<file path="src/rtl/vram_rd_arbiter.sv">
// Two-master AXI read-port arbiter for VRAM: display (M0) has priority, the secondary reader (M1) is
// protected by a starvation counter. Optional grant statistics are enabled with VRAMARB_STAT_EN.
module vram_rd_arbiter #(
   parameter int DATA_W     = 64,
   parameter int STARVE_MAX = 8,
   parameter int CNT_W      = 4
) (
   input  logic              ACLK,
   input  logic              ARST,
`ifdef VRAMARB_STAT_EN
   input  logic              STAT_CLR,
   output logic [15:0]       GNT0_CNT,
   output logic [15:0]       GNT1_CNT,
`endif
   input  logic [31:0]       M0_ARADDR,
   input  logic              M0_ARVALID,
   output logic              M0_ARREADY,
   output logic [DATA_W-1:0] M0_RDATA,
   output logic              M0_RLAST,
   output logic              M0_RVALID,
   input  logic              M0_RREADY,
   input  logic [31:0]       M1_ARADDR,
   input  logic              M1_ARVALID,
   output logic              M1_ARREADY,
   output logic [DATA_W-1:0] M1_RDATA,
   output logic              M1_RLAST,
   output logic              M1_RVALID,
   input  logic              M1_RREADY,
   output logic [31:0]       S_ARADDR,
   output logic              S_ARVALID,
   input  logic              S_ARREADY,
   input  logic [DATA_W-1:0] S_RDATA,
   input  logic              S_RLAST,
   input  logic              S_RVALID,
   output logic              S_RREADY
);

   localparam logic [2:0]       ST_IDLE    = 3'b001;
   localparam logic [2:0]       ST_ADDR    = 3'b010;
   localparam logic [2:0]       ST_DATA    = 3'b100;
   localparam logic [CNT_W-1:0] STARVE_LIM = CNT_W'(STARVE_MAX);

   logic [2:0]       state_r, state_nxt_s;
   logic             owner_r, owner_nxt_s;
   logic [CNT_W-1:0] starve_cnt_r, starve_nxt_s;
   logic             in_addr_s, in_data_s;
   logic             sel_arvalid_s, sel_rready_s;
   logic             ar_hs_s, last_hs_s;

   // Handshakes are suppressed during reset so nothing escapes while ARST is being sampled.
   assign in_addr_s     = (state_r == ST_ADDR) && !ARST;
   assign in_data_s     = (state_r == ST_DATA) && !ARST;
   assign sel_arvalid_s = owner_r ? M1_ARVALID : M0_ARVALID;
   assign sel_rready_s  = owner_r ? M1_RREADY : M0_RREADY;
   assign ar_hs_s       = in_addr_s && sel_arvalid_s && S_ARREADY;
   assign last_hs_s     = in_data_s && S_RVALID && sel_rready_s && S_RLAST;

   // State, owner and starvation counter registers
   always_ff @(posedge ACLK) begin
      if (ARST) begin
         state_r      <= ST_IDLE;
         owner_r      <= 1'b0;
         starve_cnt_r <= {CNT_W{1'b0}};
      end else begin
         state_r      <= state_nxt_s;
         owner_r      <= owner_nxt_s;
         starve_cnt_r <= starve_nxt_s;
      end
   end

   // Next-state and arbitration
   always_comb begin
      state_nxt_s  = state_r;
      owner_nxt_s  = owner_r;
      starve_nxt_s = starve_cnt_r;
      case (state_r)
         ST_IDLE: begin
            if (M0_ARVALID && (!M1_ARVALID || (starve_cnt_r < STARVE_LIM))) begin
               state_nxt_s = ST_ADDR;
               owner_nxt_s = 1'b0;
               // M0 only wins a contested grant below the limit, so this saturates at STARVE_LIM
               if (M1_ARVALID) begin
                  starve_nxt_s = starve_cnt_r + CNT_W'(1);
               end else begin
                  starve_nxt_s = starve_cnt_r;
               end
            end else if (M1_ARVALID) begin
               state_nxt_s  = ST_ADDR;
               owner_nxt_s  = 1'b1;
               starve_nxt_s = {CNT_W{1'b0}};
            end else begin
               state_nxt_s = ST_IDLE;
            end
         end
         ST_ADDR: begin
            if (ar_hs_s) begin
               state_nxt_s = ST_DATA;
            end else begin
               state_nxt_s = ST_ADDR;
            end
         end
         ST_DATA: begin
            if (last_hs_s) begin
               state_nxt_s = ST_IDLE;
            end else begin
               state_nxt_s = ST_DATA;
            end
         end
         default: begin
            state_nxt_s  = ST_IDLE;
            owner_nxt_s  = 1'b0;
            starve_nxt_s = {CNT_W{1'b0}};
         end
      endcase
   end

   // Channel routing to and from the granted master
   always_comb begin
      S_ARADDR   = owner_r ? M1_ARADDR : M0_ARADDR;
      S_ARVALID  = in_addr_s && sel_arvalid_s;
      M0_ARREADY = in_addr_s && !owner_r && S_ARREADY;
      M1_ARREADY = in_addr_s && owner_r && S_ARREADY;
      S_RREADY   = in_data_s && sel_rready_s;
      M0_RVALID  = in_data_s && !owner_r && S_RVALID;
      M1_RVALID  = in_data_s && owner_r && S_RVALID;
      M0_RLAST   = in_data_s && !owner_r && S_RLAST;
      M1_RLAST   = in_data_s && owner_r && S_RLAST;
      M0_RDATA   = (in_data_s && !owner_r) ? S_RDATA : {DATA_W{1'b0}};
      M1_RDATA   = (in_data_s && owner_r) ? S_RDATA : {DATA_W{1'b0}};
   end

`ifdef VRAMARB_STAT_EN
   logic [15:0] gnt0_cnt_r, gnt1_cnt_r;

   // Saturating per-master grant counters
   always_ff @(posedge ACLK) begin
      if (ARST || STAT_CLR) begin
         gnt0_cnt_r <= 16'h0000;
         gnt1_cnt_r <= 16'h0000;
      end else begin
         if (ar_hs_s && !owner_r && (gnt0_cnt_r != 16'hFFFF)) begin
            gnt0_cnt_r <= gnt0_cnt_r + 16'h0001;
         end else begin
            gnt0_cnt_r <= gnt0_cnt_r;
         end
         if (ar_hs_s && owner_r && (gnt1_cnt_r != 16'hFFFF)) begin
            gnt1_cnt_r <= gnt1_cnt_r + 16'h0001;
         end else begin
            gnt1_cnt_r <= gnt1_cnt_r;
         end
      end
   end

   assign GNT0_CNT = gnt0_cnt_r;
   assign GNT1_CNT = gnt1_cnt_r;
`endif

endmodule

</file>
<file path="config.mk">
export PLATFORM = sky130hd
export DESIGN_NAME = vram_rd_arbiter
export DESIGN_NICKNAME = d
export VERILOG_FILES = /design/src/rtl/vram_rd_arbiter.sv
export SDC_FILE = /design/constraint.sdc
export NUM_CORES = 1
export LEC_CHECK = 0
export ABC_AREA = 1
export ABC_CLOCK_PERIOD_IN_PS = 1700
export CAP_MARGIN = 20
export CORE_AREA = 10 10 109 111
export CTS_CLUSTER_SIZE = 8
export DETAILED_ROUTE_END_ITERATION = 8
export DIE_AREA = 0 0 119 121
export GPL_TIMING_DRIVEN = 1
export PLACE_DENSITY = 0.77
export SETUP_SLACK_MARGIN = 0.5
export SLEW_MARGIN = 15
export SYNTH_ARGS = -nofsm -noshare
export SYNTH_HDL_FRONTEND = slang
export SYNTH_SLANG_ARGS = --single-unit
</file>
<file path="constraint.sdc">
create_clock -name ACLK -period 1.7 [get_ports ACLK]
set_input_delay 0.34 -clock ACLK [delete_from_list [all_inputs] [get_ports ACLK]]
set_output_delay 0.34 -clock ACLK [all_outputs]
set_load 0.005 [all_outputs]
</file>
==> results.json, run 1 <==
{
  "status": "finished, violations left",
  "violations": "negative setup slack",
  "min_to": "starve_cnt_r[2]$_SDFFE_PP0P_",
  "worst_slack_ps": -290,
  "crit_type": "reg -> out",
  "drtIter0Drc": 179,
  "hp-class": "reg -> reg",
  "drive_gt1_frac": 0.573,
  "powerDensity_mw_per_mm2": 217,
  "finClkSkew_ps": 2.88,
  "switchingPower_uw": 552,
  "cts_tree": "yes",
  "final_cell_mix": "clkdlybuf4s50_1 (132), buf_2 (97), nand2_1 (92)",
  "p_leak_nw": 3.49,
  "final_hold_viol_count": 0,
  "synth_top_area_share": 0.232,
  "fin_util": 0.697,
  "finalCriticalPeriod_ps": 1990,
  "diodes": 0,
  "hold-path-cell-count": 2,
  "setup.worst_path.end_class": "output port",
  "dieArea_mm2": 0.0144,
  "ys_top_cells_by_area": "nand2_1 (23%), nor2_2 (19%), nor2_1 (17%)",
  "yosys_warnings": 0,
  "swShare": 0.379,
  "numClockSinks": 8,
  "finalCritPeriodShare": 1.17,
  "critPathLaunch": "state_r[0]$_SDFF_PP1_",
  "syn_area_mm2": 0.00196,
  "rr_worst_depth": 7,
  "start_util": 0.203,
  "drtAntennaViolNets": 0,
  "wirelength_um": 18000,
  "seq_area_frac_synth": 0.0818,
  "cp.arrival_ps": 1650,
  "ir_drop_uv": 234,
  "grt.total_usage": 0.186,
  "wl_per_cell_um": 19.4,
  "finalSetupViolCount": 151,
  "io_pins": 305,
  "syn2layout_area_growth_pct": 243,
  "core_mm2": 0.00964,
  "worstReg2RegStart": "owner_r$_SDFFE_PP0P_",
  "numPortBuffers": 304,
  "dp_hpwl_um": 12500,
  "yosysTopAreaCell": "nand2_1",
  "synth.net_count": 545,
  "ys_types": 19,
  "vias": 4081,
  "routabilityCongestion": 0.913,
  "overflow": 0,
  "combPwrFrac": 0.689,
  "numCtsBuffers": 3,
  "grt_pass1_vias": 3849,
  "dr.pass1.iters": 4,
  "required_ps": 1360,
  "rsz0062_at_grt": "true",
  "intPower_uw": 906,
  "synth_seq_cells": 8,
  "r2r-end": "state_r[2]$_SDFF_PP0_",
  "reg2reg_slack_ps": 500,
  "drv_slew": 0,
  "grt_pass1_wl_um": 21600,
  "die_x_um": 119,
  "drc_errors": 0,
  "grt_max_degree": 28,
  "fmax_mhz": 502,
  "clockBufferDepth": 2,
  "maxCapViolCount": 0,
  "routed_via_density": 4.40,
  "power_mw": 1.46,
  "antenna_found_initial": 0,
  "clk_latency_ps": 240,
  "min_from": "starve_cnt_r[2]$_SDFFE_PP0P_",
  "cts.htree.levels": 1,
  "p_seq_frac": 0.149,
  "cts.clk_slew.worst_paths_ps": 40,
  "final_common_cell": "clkdlybuf4s50_1",
  "die_y_um": 121,
  "path_max_fanout": 7,
  "row_count": 36,
  "critPathLaunchType": "register",
  "cts-root-buf": "clkbuf_8",
  "syn_avg_cell_area_um2": 4.81,
  "final_nets": 934,
  "power_frac_clock": 0.161,
  "tightest_slew_ps": 268,
  "synth_cells": 407,
  "maxSlewHeadroom": 0.821
}
[cells in the mapped netlist]
cell type / count
a21oi_1: 5
buf_1: 3
buf_2: 5
buf_6: 10
clkbuf_1: 4
dfxtp_1: 8
ha_1: 1
inv_1: 80
inv_2: 3
nand2_1: 121
nand3_1: 5
nand3_4: 1
nand4_1: 3
nor2_1: 87
nor2_2: 60
nor2_4: 1
nor3_1: 1
nor4_1: 4
o21ai_0: 5
[sequential cells by signal (all words and copies together) (netlist names)]
signal        cells
starve_cnt_r      4
state_r           3
owner_r           1
[logic make-up (layout without fill, tap and decap cells)]
group,Yosys count,count (layout),synth area share
adder cells (fa/ha/maj),1,1,0.00639
AO/OA/AOI/OAI,10,10,0.0256
buffers and inverters,105,492,0.243
flip-flops,8,8,0.0818
AND/OR/NAND/NOR,283,283,0.643
[worst max-delay path by stage]
stage | endpoint | slack (ps)
after detailed placement | M1_RDATA[7] | -630
after CTS | M0_RDATA[55] | -460
final | M1_RDATA[20] | -290
after global placement | M1_ARREADY | -620
after global routing | M1_RDATA[20] | -380
after floorplan | M0_RDATA[23] | 340
[routing by layer]
metal  global-route usage  part of all wire  up-vias
li1                     -                 -     1936
met1                0.180              0.35     1892
met2                0.363              0.55      230
met3               0.0749             0.084       23
met4               0.0351             0.020        0
met5                    0                 0        -
[power groups by stage]
stage	Combinational (mW)	Sequential (mW)	Clock, mW
final	1.00	0.218	0.235
after global routing	1.08	0.221	0.246
after CTS	0.824	0.216	0.239
after detailed placement	0.813	0.218	0
after global placement	0.795	0.217	0
after floorplan	0.250	0.217	0
[layout make-up]
type	count	area [um2]
fill	739	2920
clock buffer	3	41.3
tap	133	166
inverter	83	327
sequential	8	170
multi-input combinational	294	2140
timing repair buffer	406	3880
[stage by stage]
step           cell area (um2)  hold WS, ps  std cells  TNS, ps  setup WS [ps]
2_1_floorplan             2060          458        407        0            344
3_3_place_gp              5390          472        849   -77570           -622
3_5_place_dp              5390          476        849   -79340           -634
4_1_cts                   5590          483        878   -41620           -458
5_1_grt                   6720          520        927   -37120           -382
6_report                  6720          498        927   -24660           -290
[what timing repair did]
item / 4_1_cts / 5_1_grt
hold endpoints to repair: 0 / 0
resized for setup: 421 / 492
pin swaps: 4 / 37
hold buffers: 0 / 0
cloned: 3 / 11
endpoints found under the setup margin: 176 / 176
buffers inserted: 23 / 38
[critical path, stage by stage (launching register included)]
cell and delay, ps:
dfxtp_2 310, inv_2 70, nand3_4 90, nor2_4 200
nand2_8 120, buf_6 140, buf_12 130, buf_12 140
nor2_2 90, buf_2 120
Power figures use the tool's default switching activity.
==> run 2: changes to the inputs <==
CTS_CLUSTER_SIZE = default   (was 8)
==> results of run 2 <==
Same layout as run 1: the final DEF is identical, and so are final timing and power.
